==> config.mk <==
export PLATFORM = sky130hd
export DESIGN_NAME = mod_memstage
export DESIGN_NICKNAME = d
export VERILOG_FILES = /design/src/rtl/mod_memstage.sv
export SDC_FILE = /design/constraint.sdc
export NUM_CORES = 1
export LEC_CHECK = 0
export BUFFER_PORTS_ARGS = -buffer_cell sky130_fd_sc_hd__buf_2
export CORE_AREA = 2 2 317 319
export DETAILED_ROUTE_END_ITERATION = 12
export DIE_AREA = 0 0 319 321
export PLACE_DENSITY = 0.48
export SYNTH_ARGS = -nofsm -noshare
export SYNTH_HDL_FRONTEND = slang
export SYNTH_SLANG_ARGS = --single-unit
==> constraint.sdc <==
create_clock -name clk -period 2.1 [get_ports clk]
set_input_delay 0.315 -clock clk [delete_from_list [all_inputs] [get_ports clk]]
set_output_delay 0.315 -clock clk [all_outputs]
set_load 0.005 [all_outputs]
==> src/rtl/mod_memstage.sv <==
// rtl/mod_memstage.sv - memory-access stage feeding the execute stage
//
// Purpose: accepts one decoded operation at a time, performs its 64-bit load
// or store over a request/grant/response port, and presents the registered
// MEM_EX bundle to execute with a valid/ready handshake.
//
// Ports:
//   clk, reset (async, active-low)
//   in_valid/in_ready + in_* operation fields   upstream handshake
//   mem_req/mem_we/mem_addr/mem_wdata, mem_gnt  memory request channel
//   mem_rvalid/mem_rdata                        memory read response
//   ex_valid/ex_ready + memex                   downstream bundle
//   load_buffer, loadbuffer_done                load data for held bundle
//   memstage_active, store_memstage_active      transaction status

package mod_memstage_pkg;
  typedef struct packed {
    logic [63:0] pc_contents;
    logic [63:0] data_regA;
    logic [63:0] data_regB;
    logic [63:0] data_imm;
    logic [7:0]  ctl_opcode;
    logic [3:0]  ctl_regByte;
    logic [3:0]  ctl_rmByte;
    logic [1:0]  ctl_dep;
    logic        sim_end;
  } mem_ex_t;
endpackage

module mod_memstage
  import mod_memstage_pkg::*;
(
  input  logic        clk,
  input  logic        reset,
  input  logic        in_valid,
  output logic        in_ready,
  input  logic [1:0]  in_memop,
  input  logic [63:0] in_pc,
  input  logic [63:0] in_regA,
  input  logic [63:0] in_regB,
  input  logic [63:0] in_imm,
  input  logic [7:0]  in_opcode,
  input  logic [3:0]  in_regbyte,
  input  logic [3:0]  in_rmbyte,
  input  logic [1:0]  in_dep,
  input  logic        in_sim_end,
  output logic        mem_req,
  output logic        mem_we,
  output logic [63:0] mem_addr,
  output logic [63:0] mem_wdata,
  input  logic        mem_gnt,
  input  logic        mem_rvalid,
  input  logic [63:0] mem_rdata,
  output logic        ex_valid,
  input  logic        ex_ready,
  output mem_ex_t     memex,
  output logic [63:0] load_buffer,
  output logic        loadbuffer_done,
  output logic        memstage_active,
  output logic        store_memstage_active
);

  typedef enum logic [2:0] {
    S_IDLE = 3'd0,
    S_REQ  = 3'd1,
    S_WAIT = 3'd2,
    S_HOLD = 3'd3,
    S_HALT = 3'd4
  } state_t;

  state_t      state_q, state_d;
  mem_ex_t     memex_q, memex_d;
  logic [63:0] addr_q, addr_d;
  logic [63:0] load_buffer_q, load_buffer_d;
  logic        is_load_q, is_load_d;
  logic        is_store_q, is_store_d;

  logic        ready_int;
  logic        accept;

  always_ff @(posedge clk or negedge reset) begin
    if (!reset) begin
      state_q       <= S_IDLE;
      memex_q       <= '0;
      addr_q        <= '0;
      load_buffer_q <= '0;
      is_load_q     <= 1'b0;
      is_store_q    <= 1'b0;
    end else begin
      state_q       <= state_d;
      memex_q       <= memex_d;
      addr_q        <= addr_d;
      load_buffer_q <= load_buffer_d;
      is_load_q     <= is_load_d;
      is_store_q    <= is_store_d;
    end
  end

  always_comb begin
    state_d               = state_q;
    memex_d               = memex_q;
    addr_d                = addr_q;
    load_buffer_d         = load_buffer_q;
    is_load_d             = is_load_q;
    is_store_d            = is_store_q;
    ready_int             = 1'b0;
    mem_req               = 1'b0;
    mem_we                = 1'b0;
    mem_addr              = '0;
    mem_wdata             = '0;
    ex_valid              = 1'b0;
    loadbuffer_done       = 1'b0;
    memstage_active       = 1'b0;
    store_memstage_active = 1'b0;

    case (state_q)
      S_IDLE: ready_int = 1'b1;
      S_REQ: begin
        mem_req               = 1'b1;
        mem_we                = is_store_q;
        mem_addr              = addr_q;
        mem_wdata             = memex_q.data_regB;
        memstage_active       = 1'b1;
        store_memstage_active = is_store_q;
        if (mem_gnt) begin
          if (is_store_q) begin
            state_d = S_HOLD;
          end else if (mem_rvalid) begin
            // Response can arrive with the grant; skip WAIT entirely.
            load_buffer_d = mem_rdata;
            state_d       = S_HOLD;
          end else begin
            state_d = S_WAIT;
          end
        end
      end
      S_WAIT: begin
        memstage_active = 1'b1;
        if (mem_rvalid) begin
          load_buffer_d = mem_rdata;
          state_d       = S_HOLD;
        end
      end
      S_HOLD: begin
        ex_valid        = 1'b1;
        loadbuffer_done = is_load_q;
        if (ex_ready) begin
          if (memex_q.sim_end) begin
            state_d = S_HALT;
          end else begin
            // Consuming the bundle frees the stage for a same-cycle accept.
            ready_int = 1'b1;
            state_d   = S_IDLE;
          end
        end
      end
      S_HALT: ;
      default: state_d = S_IDLE;
    endcase

    accept = in_valid & ready_int;
    if (accept) begin
      memex_d = '{pc_contents: in_pc, data_regA: in_regA, data_regB: in_regB,
                  data_imm: in_imm, ctl_opcode: in_opcode,
                  ctl_regByte: in_regbyte, ctl_rmByte: in_rmbyte,
                  ctl_dep: in_dep, sim_end: in_sim_end};
      addr_d     = in_regA + in_imm;
      is_load_d  = (in_memop == 2'b01);
      is_store_d = (in_memop == 2'b10);
      state_d    = (in_memop == 2'b01 || in_memop == 2'b10) ? S_REQ : S_HOLD;
    end
  end

  // Held low while reset is asserted so the port reads as quiescent.
  assign in_ready    = ready_int & reset;
  assign memex       = memex_q;
  assign load_buffer = load_buffer_q;

endmodule

==> metrics.txt <==
status finished with violations; failing checks negative setup slack; worst-margin pin slew 0.714 ns; syn nets 2719; Top FF cell, synth dfrtp_1; GPL Wtd Cong 0.886; pre-CTS setup slack -1.19 ns; Mapped Area 0.0200 mm²; Data arrival, critical path 2.09 ns; Crit path buffers/inverters 6; Die ar. 0.102 mm²; port bufs 820; number of global-route vias before repair 21.8k; ys async rst share 100%; I/O Pins 821; CTS clk-pin slew, worst paths 0.06 ns; initial antenna violation count 16; first-pass GRT wire length 146 mm; filler cell count in the final layout 10.2k; Worst slew margin 51.9%; vias 21.7k; fin. max-slew vios 0; CTS root buffer clkbuf_16; Hold Path Class primary input to flip-flop; number of DRC markers in iteration 0 1184; share of layout cells above drive strength 1 40.4%; drt drc 0; Detail Route Antenna Nets 0; Placed Cells 4629; Min Hold Slack 0.0429 ns; top cell type's share of synthesized area 51.0%; CORE AREA 0.0993 mm²; CP max stage delay 0.38 ns; Slowest cell on crit path dfrtp_1; post-DR vias/cell 4.26; Post-Layout Cell Count 5100; setup violators final 163; Crit path max-delay family buffers and inverters; WS Path Type flip-flop to output port; most numerous cell in the Yosys netlist nand2_1; CTS Buf Count 49; final worst-path cycle share 115%; clk sinks 408; EDFF count, synth 0; Area Overhead vs Synth 76.9%; endpoint class of the critical path output port; required time of the critical path 1.78 ns; GRT overflow 0; Worst IR Drop VDD 0.721 mV; Post-synth top cells nand2_1, dfrtp_1, and2_1; max-cap viol count 0; critical path cell sequence inv_2 -> buf_6 -> nor3_4 -> buf_8 -> buf_16 -> clkbuf_16 -> and2_1 -> buf_2; P per Cell Area 1230 mW/mm²; cell count after synthesis 2306; RSZ-0062 raised after global routing true; footprint of the multi-input gates 0.0103 mm²; Unique masters post-synth 62; Worst setup SP type flip-flop; Tmin final 2.41 ns; Clock Path Buffers 3; Mean Syn Cell Area 8.68 µm²; Seq/Total Area, Yosys 51.0%; worst skew pair latency 0.62 ns; die height 321 µm; Avg WL per Cell 20.1 µm; final hold viol count 0; cell taking the most area after synthesis dfrtp_1; DRT Wirelength 103 mm; Tot GR Track Use 19.0%; Worst Slack Setup Final -0.308 ns; Nets 4169; final setup TNS -36.05 ns; Die X 319 µm; pin count of the biggest net entering global routing 98; Pleak 0.0183 µW; Seq cells post-synth 408; fmax 415 MHz; H-tree levels 2; clk_skew 0.0412 ns; utilization after layout 35.7%; drt pass-1 iters 5; top post-synthesis cells by area dfrtp_1, nand2_1, and2_1; starting density of the core 20.2%; Syn. warnings 0; Detail Placement HPWL 76.7 mm; CTS tree built; crit-path max FO 9; FP Rows 116; register area 0.0102 mm²
what timing repair did:
item,4_1_cts,5_1_grt
gates resized for setup,228,103
cloned,7,8
pin swaps,80,65
hold endpoints to repair,668,2
setup endpoints to repair,198,313
hold buffers,320,2
buffers inserted,25,21
power breakdown:
part	total [µW]	internal (µW)	switching, µW
sequential	13900	11600	2290
clock	9210	5580	3640
combinational	20400	9530	10800
total	43500	26800	16800
layer usage:
metal | share of wire (%) | global-route usage (%)
met4 | 5.0 | 9.08
met3 | 6.9 | 5.43
met2 | 49 | 32.5
met5 | 0.059 | 0
met1 | 39 | 21.8
kinds of logic after synthesis:
kind of cell	Yosys count	share of synthesized area [%]
buffers and inverters	154	2.95
flip-flops	408	51.0
multiplexers	66	3.70
AO/OA/AOI/OAI	299	9.15
adder cells (fa/ha/maj)	66	4.16
XOR/XNOR	52	2.27
AND/OR/NAND/NOR	1261	26.8
flip-flops by register name (all words and copies together) (netlist names):
name / flops
memex: 275
load_buffer: 64
state_q: 3
is_store_q: 1
is_load_q: 1
addr_q: 64
layout make-up:
class	count	area share (%)
timing repair buffer	1529	32.2
multi-input combinational	1744	29.2
sequential	408	28.8
tap	1298	4.58
clock buffer	69	4.13
clock inverter	20	0.738
inverter	24	0.254
antenna	8	0.0565
path summary, 6_finish.rpt:
kind	from	endpoint	slack, ns	depth (start not counted)
worst min register to register	is_load_q	is_load_q	0.47	2
worst max register to register	state_q[0]	load_buffer[3]	0.04	10
worst min-delay path	in_regA[7]	memex[154]	0.04	3
min in group asynchronous	reset	addr_q[16]	0.19	2
max in group asynchronous	reset	memex[132]	1.08	3
worst max-delay path	state_q[0]	mem_wdata[41]	-0.31	8
layout by cell type, fill, tap and decap left out, types with 10 or more instances in the layout:
cell type      count
a21o_1            27
a21oi_1           69
a21oi_2           11
a21oi_4           11
and2_1            86
and2_4            49
buf_12            23
buf_2            747
buf_4            326
buf_6             84
buf_8             10
clkbuf_16         58
clkbuf_8          12
clkinv_2          10
dfrtp_1          406
dlygate4sd3_1    322
ha_1              43
ha_4              20
inv_1             23
mux2_2            64
nand2_1          955
nand4_1           35
nor2_1            35
nor3_1            14
o21ai_0           56
o21ai_1           34
o21bai_1          15
xnor2_1           21
xor2_1            25
worst min-delay path, cell delays in order:
cell	delay, ns
buf_4	0.10
nand2_1	0.11
nand2_1	0.09
through the flow:
stage	instance area [µm²]	power [µW]
floorplan	20400	21200
finish	35400	43500
global route	35400	46400
CTS	34700	43100
global placement	28300	31100
detailed placement	28300	31300
(Power assumes the default switching activity.)
